`src/rtl/pc_fetch_unit.sv`:
```
// rtl/pc_fetch_unit.sv - fetch stage: program counter, imem req/ack, instruction FIFO, redirect
module pc_fetch_unit #(
  parameter int              XLEN     = 32,
  parameter logic [XLEN-1:0] RESET_PC = '0,
  parameter int              DEPTH    = 2
) (
  input  logic            clk,
  input  logic            rst,
  output logic            imem_req,
  output logic [XLEN-1:0] imem_addr,
  input  logic            imem_ack,
  input  logic [31:0]     imem_rdata,
  output logic            instr_valid,
  output logic [31:0]     instr,
  output logic [XLEN-1:0] instr_pc,
  input  logic            instr_ready,
  input  logic            redirect,
  input  logic            target_sel,
  input  logic [XLEN-1:0] redirect_pc,
  input  logic [XLEN-1:0] immext,
  input  logic [XLEN-1:0] alu_result,
  output logic            misalign
);

  localparam int AW = $clog2(DEPTH);
  localparam int CW = AW + 1;
  localparam logic [CW-1:0] DEPTH_C = CW'(DEPTH);
  localparam logic [CW-1:0] ONE_C   = CW'(1);

  typedef enum logic [1:0] {IDLE, REQ, DRAIN} state_t;

  state_t          state_q, state_d;
  logic [XLEN-1:0] fetch_pc_q, fetch_pc_d;
  logic [XLEN-1:0] pend_pc_q, pend_pc_d;
  logic [AW-1:0]   wr_ptr_q, wr_ptr_d;
  logic [AW-1:0]   rd_ptr_q, rd_ptr_d;
  logic [CW-1:0]   count_q, count_d;
  logic            misalign_q, misalign_d;

  logic [31:0]     fifo_instr_mem [DEPTH];
  logic [XLEN-1:0] fifo_pc_mem    [DEPTH];

  logic [XLEN-1:0] target;
  logic            pop;
  logic            push;
  logic            space;
  logic [CW-1:0]   pop_ext;
  logic [CW-1:0]   push_ext;

  // Redirect target and FIFO occupancy terms; a redirect suppresses the pop.
  always_comb begin
    target   = target_sel ? (alu_result & ~XLEN'(1)) : (redirect_pc + immext);
    pop      = (count_q != '0) && instr_ready && !redirect;
    pop_ext  = {{(CW-1){1'b0}}, pop};
    push_ext = {{(CW-1){1'b0}}, push};
    space    = (count_q - pop_ext) < DEPTH_C;
  end

  // Fetch FSM: one outstanding request; DRAIN swallows the response of a request made stale by a redirect.
  always_comb begin
    state_d    = state_q;
    fetch_pc_d = fetch_pc_q;
    pend_pc_d  = pend_pc_q;
    push       = 1'b0;
    misalign_d = redirect && (target[1:0] != 2'b00);
    case (state_q)
      IDLE: begin
        if (redirect) begin
          fetch_pc_d = target;
          state_d    = REQ;
        end else if (space) begin
          state_d = REQ;
        end
      end
      REQ: begin
        if (redirect) begin
          fetch_pc_d = target;
          if (imem_ack) begin
            state_d = REQ;
          end else begin
            pend_pc_d = fetch_pc_q;
            state_d   = DRAIN;
          end
        end else if (imem_ack) begin
          push       = 1'b1;
          fetch_pc_d = fetch_pc_q + XLEN'(4);
          state_d    = ((count_q - pop_ext + ONE_C) < DEPTH_C) ? REQ : IDLE;
        end
      end
      DRAIN: begin
        if (redirect) begin
          fetch_pc_d = target;
        end
        state_d = imem_ack ? REQ : DRAIN;
      end
      default: state_d = IDLE;
    endcase
  end

  // FIFO pointer/count update; a redirect flushes everything on the same edge.
  always_comb begin
    wr_ptr_d = wr_ptr_q;
    rd_ptr_d = rd_ptr_q;
    count_d  = count_q + push_ext - pop_ext;
    if (redirect) begin
      wr_ptr_d = '0;
      rd_ptr_d = '0;
      count_d  = '0;
    end else begin
      if (push) wr_ptr_d = wr_ptr_q + AW'(1);
      if (pop)  rd_ptr_d = rd_ptr_q + AW'(1);
    end
  end

  // Control state registers.
  always_ff @(posedge clk or posedge rst) begin
    if (rst) begin
      state_q    <= IDLE;
      fetch_pc_q <= RESET_PC;
      pend_pc_q  <= RESET_PC;
      wr_ptr_q   <= '0;
      rd_ptr_q   <= '0;
      count_q    <= '0;
      misalign_q <= 1'b0;
    end else begin
      state_q    <= state_d;
      fetch_pc_q <= fetch_pc_d;
      pend_pc_q  <= pend_pc_d;
      wr_ptr_q   <= wr_ptr_d;
      rd_ptr_q   <= rd_ptr_d;
      count_q    <= count_d;
      misalign_q <= misalign_d;
    end
  end

  // FIFO storage; contents are only visible through the count-gated outputs, so no reset needed.
  always_ff @(posedge clk) begin
    if (push) begin
      fifo_instr_mem[wr_ptr_q] <= imem_rdata;
      fifo_pc_mem[wr_ptr_q]    <= fetch_pc_q;
    end
  end

  // Outputs: head entry is zeroed while the FIFO is empty.
  always_comb begin
    imem_req    = (state_q == REQ) || (state_q == DRAIN);
    imem_addr   = (state_q == DRAIN) ? pend_pc_q : fetch_pc_q;
    instr_valid = (count_q != '0);
    instr       = instr_valid ? fifo_instr_mem[rd_ptr_q] : '0;
    instr_pc    = instr_valid ? fifo_pc_mem[rd_ptr_q] : '0;
    misalign    = misalign_q;
  end

endmodule

```
`config.mk`:
```
export PLATFORM = sky130hd
export DESIGN_NAME = pc_fetch_unit
export DESIGN_NICKNAME = d
export VERILOG_FILES = /design/src/rtl/pc_fetch_unit.sv
export SDC_FILE = /design/constraint.sdc
export NUM_CORES = 1
export LEC_CHECK = 0
export BUFFER_PORTS_ARGS = -buffer_cell sky130_fd_sc_hd__buf_4
export CAP_MARGIN = 20
export CORE_ASPECT_RATIO = 0.7
export CORE_MARGIN = 2
export CORE_UTILIZATION = 50
export DETAILED_ROUTE_END_ITERATION = 7
export GPL_ROUTABILITY_DRIVEN = 0
export PLACE_DENSITY = 0.74
export SLEW_MARGIN = 10
export SYNTH_ARGS = -nofsm -noshare
export SYNTH_HDL_FRONTEND = slang
export SYNTH_SLANG_ARGS = --single-unit
```
`constraint.sdc`:
```
create_clock -name clk -period 5.62 [get_ports clk]
set_input_delay 0.843 -clock clk [delete_from_list [all_inputs] [get_ports clk]]
set_output_delay 0.843 -clock clk [all_outputs]
set_load 0.1 [all_outputs]
```
### Word-level counts from Yosys, hierarchy flattened

Memories as Yosys holds them, arrays and structs flattened.
Cells that the tools add are included.

| operators by class | value |
|---|---|
| $add $sub $neg | 8 |
| $lt $le $gt $ge | 2 |
| equality and inequality tests | 5 |
| multiplexer cells | 25 |
| bitwise operators | 1 |
| reduce and logical (&&, ||, !) cells | 15 |

Operator list:

| cell | count |
|---|---|
| 32-bit two-way mux | 7 |
| 32-bit one-hot mux with 2 select lines | 1 |
| 32-bit by 3-bit adder with 32-bit output (second input constant) | 1 |
| 32-bit adder | 1 |
| 2-bit two-way mux | 6 |
| 1-bit two-way mux | 10 |
| 2-bit nonzero test | 5 |
| 3-bit != test (second input constant) | 2 |
| 2-bit one-hot mux with 3 select lines | 1 |
| 3-bit AND reduction | 2 |
| 2-bit less-than comparator (second input constant) | 2 |
| 2-bit by 1-bit subtractor with 2-bit output | 2 |
| 1-bit logical AND | 3 |
| 1-bit adder (second input constant) | 2 |
| 2-bit by 1-bit adder with 2-bit output | 1 |
| 2-bit by 1-bit adder with 2-bit output (second input constant) | 1 |
| 2-bit by 1-bit equality test with 1-bit output (second input constant) | 1 |
| 2-bit equality test (second input constant) | 1 |
| 2-bit logical NOT | 1 |
| 2-bit by 1-bit != test with 1-bit output (second input constant) | 1 |
| 2-bit AND reduction | 1 |
| 2-bit OR reduction | 1 |
| 1-bit logical NOT | 1 |
| 1-bit logical OR | 1 |
| 1-bit inverter | 1 |

| storage, ports and cells | value |
|---|---|
| register bits after elaboration | 71 |
| bits in writable memories | 128 |
| bits of input ports | 134 |
| word-level logic and storage cells | 65 |
| memories kept | 2 |

Memories:

| memory | depth | width | read ports | clocked after memory_dff | wr ports | line | text |
|---|---|---|---|---|---|---|---|
| fifo_instr_mem | 2 | 32 | 1 | 0 | 1 | 40 | `logic [31:0] fifo_instr_mem [DEPTH];` |
| fifo_pc_mem | 2 | 32 | 1 | 0 | 1 | 41 | `logic [XLEN-1:0] fifo_pc_mem [DEPTH];` |

### Logic depth before layout (Yosys ltp)

| logic depth | value |
|---|---|
| depth in word-level cells | 10 |
| gate-level depth with buffers | 11 |

### Least setup slack after synthesis

OpenSTA, ideal clock, no wires.

| timing | value |
|---|---|
| path type | input to register |
| start point | input port redirect |
| end point | memory fifo_instr_mem[0][0], enable pin |
| arrival time | 4.038 ns |
| setup slack | 1.096 ns |
| stages on the path | 3 |
| path buffers | 1 |
| path through | clkbuf_1 -> or2_2 -> nor2_1 |

| between the ends | value |
|---|---|
| cells in the longest elaborated chain, start to end | 4 |

Ends and longest elaborated chain:

| item | line | text |
|---|---|---|
| start, declared | 17 | `input logic redirect,` |
| 1-bit two-way mux | 76 | `if (redirect) begin` |
| 1-bit two-way mux | 66 | `case (state_q)` |
| 1-bit two-way mux | 138 | `if (push) begin` |
| 1-bit two-way mux (not written as such) | 139 | `fifo_instr_mem[wr_ptr_q] <= imem_rdata;` |
| end, declared | 40 |  |

No other way between the ends.

### Worst setup path in the final report

| timing | value |
|---|---|
| start point | register state_q[0] |
| end point | output port imem_addr[18] |

| between the ends | value |
|---|---|
| cells in the longest elaborated chain, start to end | 2 |

Ends and longest elaborated chain:

| item | line | text |
|---|---|---|
| start, declared | 32 | `state_t state_q, state_d;` |
| start signal, assigned | 126 | `state_q <= state_d;` |
| 2-bit equality test | 147 | `imem_addr = (state_q == DRAIN) ? pend_pc_q : fetch_pc_q;` |
| 32-bit two-way mux | 147 |  |
| end, declared | 10 | `output logic [XLEN-1:0] imem_addr,` |

No other way between the ends.

==> flow_summary.yaml <==
critical_path:
  cp-startpoint: "state_q[0]$_DFFE_PP0P_"
  arrival_ns: 2.54
  worstReg2RegStart: "state_q[0]$_DFFE_PP0P_"
  start_kind: "register"
  timing_worst_setup_path_type: "reg -> out"
  endpoint_kind: "output pin"
  crit_family: "adder cells"
  max_stage_delay_ns: 0.82
  crit_buf_inv: 2
  worstPathMaxFanout: 38
  critPathSlowestCell: "ha_2"
  path_cells: "inv_1 > ha_2 > mux2_2 > buf_4"
  cp.required_ns: 4.78
cts:
  numCtsBuffers: 17
  cts_resized: 0
  clock_latency_ns: 0.43
  cts_buffer_depth: 2
  postCtsHoldBufs: 0
  numClockSinks: 199
  cts_tree: "yes"
  cts_setup_buffers: 0
  h-tree-depth: 4
  cts_root_buffer: "clkbuf_16"
  clkTransAtPathRegs_ns: 0.07
synthesis:
  synthFlopType: "edfxtp_1"
  synth_cell_types: 77
  syn_avg_cell_area_um2: 11.00
  synth_top_cell_by_area: "edfxtp_1"
  synth.area.top_cells: "edfxtp_1, dfrtp_1, mux2_2"
  synth_top_area_frac: 0.3541
  ys_seq_area_frac: 0.5178
  async_flop_share: 0.3568
  synth_edf_count: 128
  syn_nets: 1161
  syn-cell-area_um2: 10860
  synth_cells: 987
  ys_warn_count: 0
  synth-seq-cells: 199
min_path:
  min_path_type: "reg -> reg"
  min_from: "pend_pc_q[9]$_DFFE_PP0P_"
floorplanning:
  die-area_um2: 22920
  die_w_um: 180.1
  placeableCoreArea_um2: 21510
  ios: 233
  die_h_um: 127.3
  num_rows: 45
  start_util: 0.5047
timing:
  period_needed_ns: 3.384
  fin_tns_setup_ns: 0
  finalSetupViolations: 0
  clock.fmax_ghz: 0.2955
  setup_slack_ns: 2.236
  rsz0062_at_grt: "false"
  hold_viol: 0
  slew_headroom: 0.3396
  finalClockSkew_ns: 0.008695
  period_share: 0.6022
  slew_violations: 0
  worst_slew_pin_slew_ns: 0.9853
finish:
  fin_area_um2: 13470
  syn_to_final_growth_pct: 24.04
  layout.nets: 1368
  final_cells: 1489
  fillers: 1743
  seq_area_um2: 5624
  n_antenna_cell: 0
  postLayoutCoreUtil: 0.6261
  drive_gt1_frac: 0.3065
  multi_input_comb_area_um2: 4952
placement:
  place_area_um2: 12820
  place_ws_ns: 2.377
  hpwl_um: 19640
  numPortBuffers: 231
  placed_cells: 1455
global_route:
  antenna_found_initial: 0
  grt_pass1_wl_um: 42950
  gr-total-overflow: 0
  grt_max_degree: 72
  grt_usage: 0.2372
  grt_pass1_vias: 7913
drt:
  drc_errors: 0
  wl_per_cell_um: 18.40
  ant_nets: 0
  first_pass_iters: 4
  drt_iter0_markers: 617
  drt-total-wl_um: 27390
  via_count: 8523
  viasPerCell: 5.724
outcome:
  status: "finished, final reports clean"
job:
  drv_cap: 0
power_and_ir_drop:
  power_leakage_nw: 5.309
  ir_drop_uv: 355.9
  powerDensity_nw_per_um2: 587.3
-- worst min-delay path, cell delays in order (launching register included) --
cell and delay [ns]:
dfrtp_1 0.35, nand2_1 0.05, o21ai_0 0.06
-- placed cells by master (no fill, tap or decap), types with 10 or more instances in the layout --
master	netlist	routed
nand2_1	61	61
o21ai_0	42	42
nand4_1	16	16
xor2_1	12	12
o21ai_1	12	12
ha_1	39	38
nand3_1	23	23
mux2i_1	68	68
xnor2_1	19	19
edfxtp_1	128	128
a31oi_1	13	13
inv_1	19	18
o22ai_1	14	14
mux2_2	63	63
buf_4	1	241
a21o_1	10	10
nor3_1	15	14
nor2_1	128	125
dfrtp_1	71	70
a21oi_1	75	75
clkbuf_16	0	17
-- logic make-up after synthesis --
kind of cell               Yosys count  share of synthesized area
AOI/OAI and AO/OA                  222                     0.1283
xor gates and xnor gates            31                    0.02501
adders and majority gates           40                    0.04680
buffers and inverters               76                    0.02882
DFF                                199                     0.5178
muxes                              132                     0.1294
and+or+nand+nor                    287                     0.1239
-- path summary, 6_finish.rpt --
kind / to / slack (ns) / depth (start not counted)
worst min register to register: pend_pc_q[9]$_DFFE_PP0P_ / 0.49 / 2
worst min-delay path: pend_pc_q[9]$_DFFE_PP0P_ / 0.49 / 2
worst max-delay path: imem_addr[18] / 2.24 / 4
min in group asynchronous: pend_pc_q[6]$_DFFE_PP0P_ / 0.72 / 3
worst max register to register: fetch_pc_q[28]$_DFFE_PP0P_ / 2.39 / 7
max in group asynchronous: rd_ptr_q$_DFFE_PP0P_ / 4.22 / 3
-- cells in the mapped netlist (23+ instances only) --
master    instances
dfrtp_1          71
nor2_1          128
nand3_1          23
o21ai_0          42
clkbuf_1         33
ha_1             39
nand2_1          61
mux2_2           63
edfxtp_1        128
mux2i_1          68
a21oi_1          75
-- report_power, final --
group          internal [mW]  switching (mW)
clock                  0.606           0.606
combinational           1.13            3.19
sequential              1.98           0.394
-- sequential cells by signal, indices dropped and copies added (netlist names) --
signal and flops:
count_q 2, fifo_pc_mem 64, fetch_pc_q 32, rd_ptr_q 1
pend_pc_q 32, state_q 2, wr_ptr_q 1, fifo_instr_mem 64
misalign 1
-- layout make-up --
cell class / count / area share
flip-flops and latches: 199 / 0.4177
multi-input cells: 712 / 0.3678
repair buffers: 243 / 0.1385
clock buffers: 17 / 0.03159
well taps: 282 / 0.02620
clock inverters: 15 / 0.01245
inverters: 21 / 0.005854
-- through the flow --
stage / total power [mW] / hold slack [ns]
3_3_place_gp: 6.610 / 0.4626
2_1_floorplan: 5.692 / 0.4368
4_1_cts: 7.906 / 0.4952
3_5_place_dp: 6.693 / 0.4778
6_report: 7.909 / 0.4944
5_1_grt: 8.253 / 0.5074
-- routing by layer --
layer | up-vias | wire (um) | GRT usage
li1 | 4075 | - | -
met1 | 4083 | 13150 | 0.3661
met2 | 343 | 11920 | 0.3457
met3 | 22 | 1995 | 0.04304
met4 | 0 | 328 | 0.06120
met5 | - | 0 | 0
(Power assumes the default switching activity.)
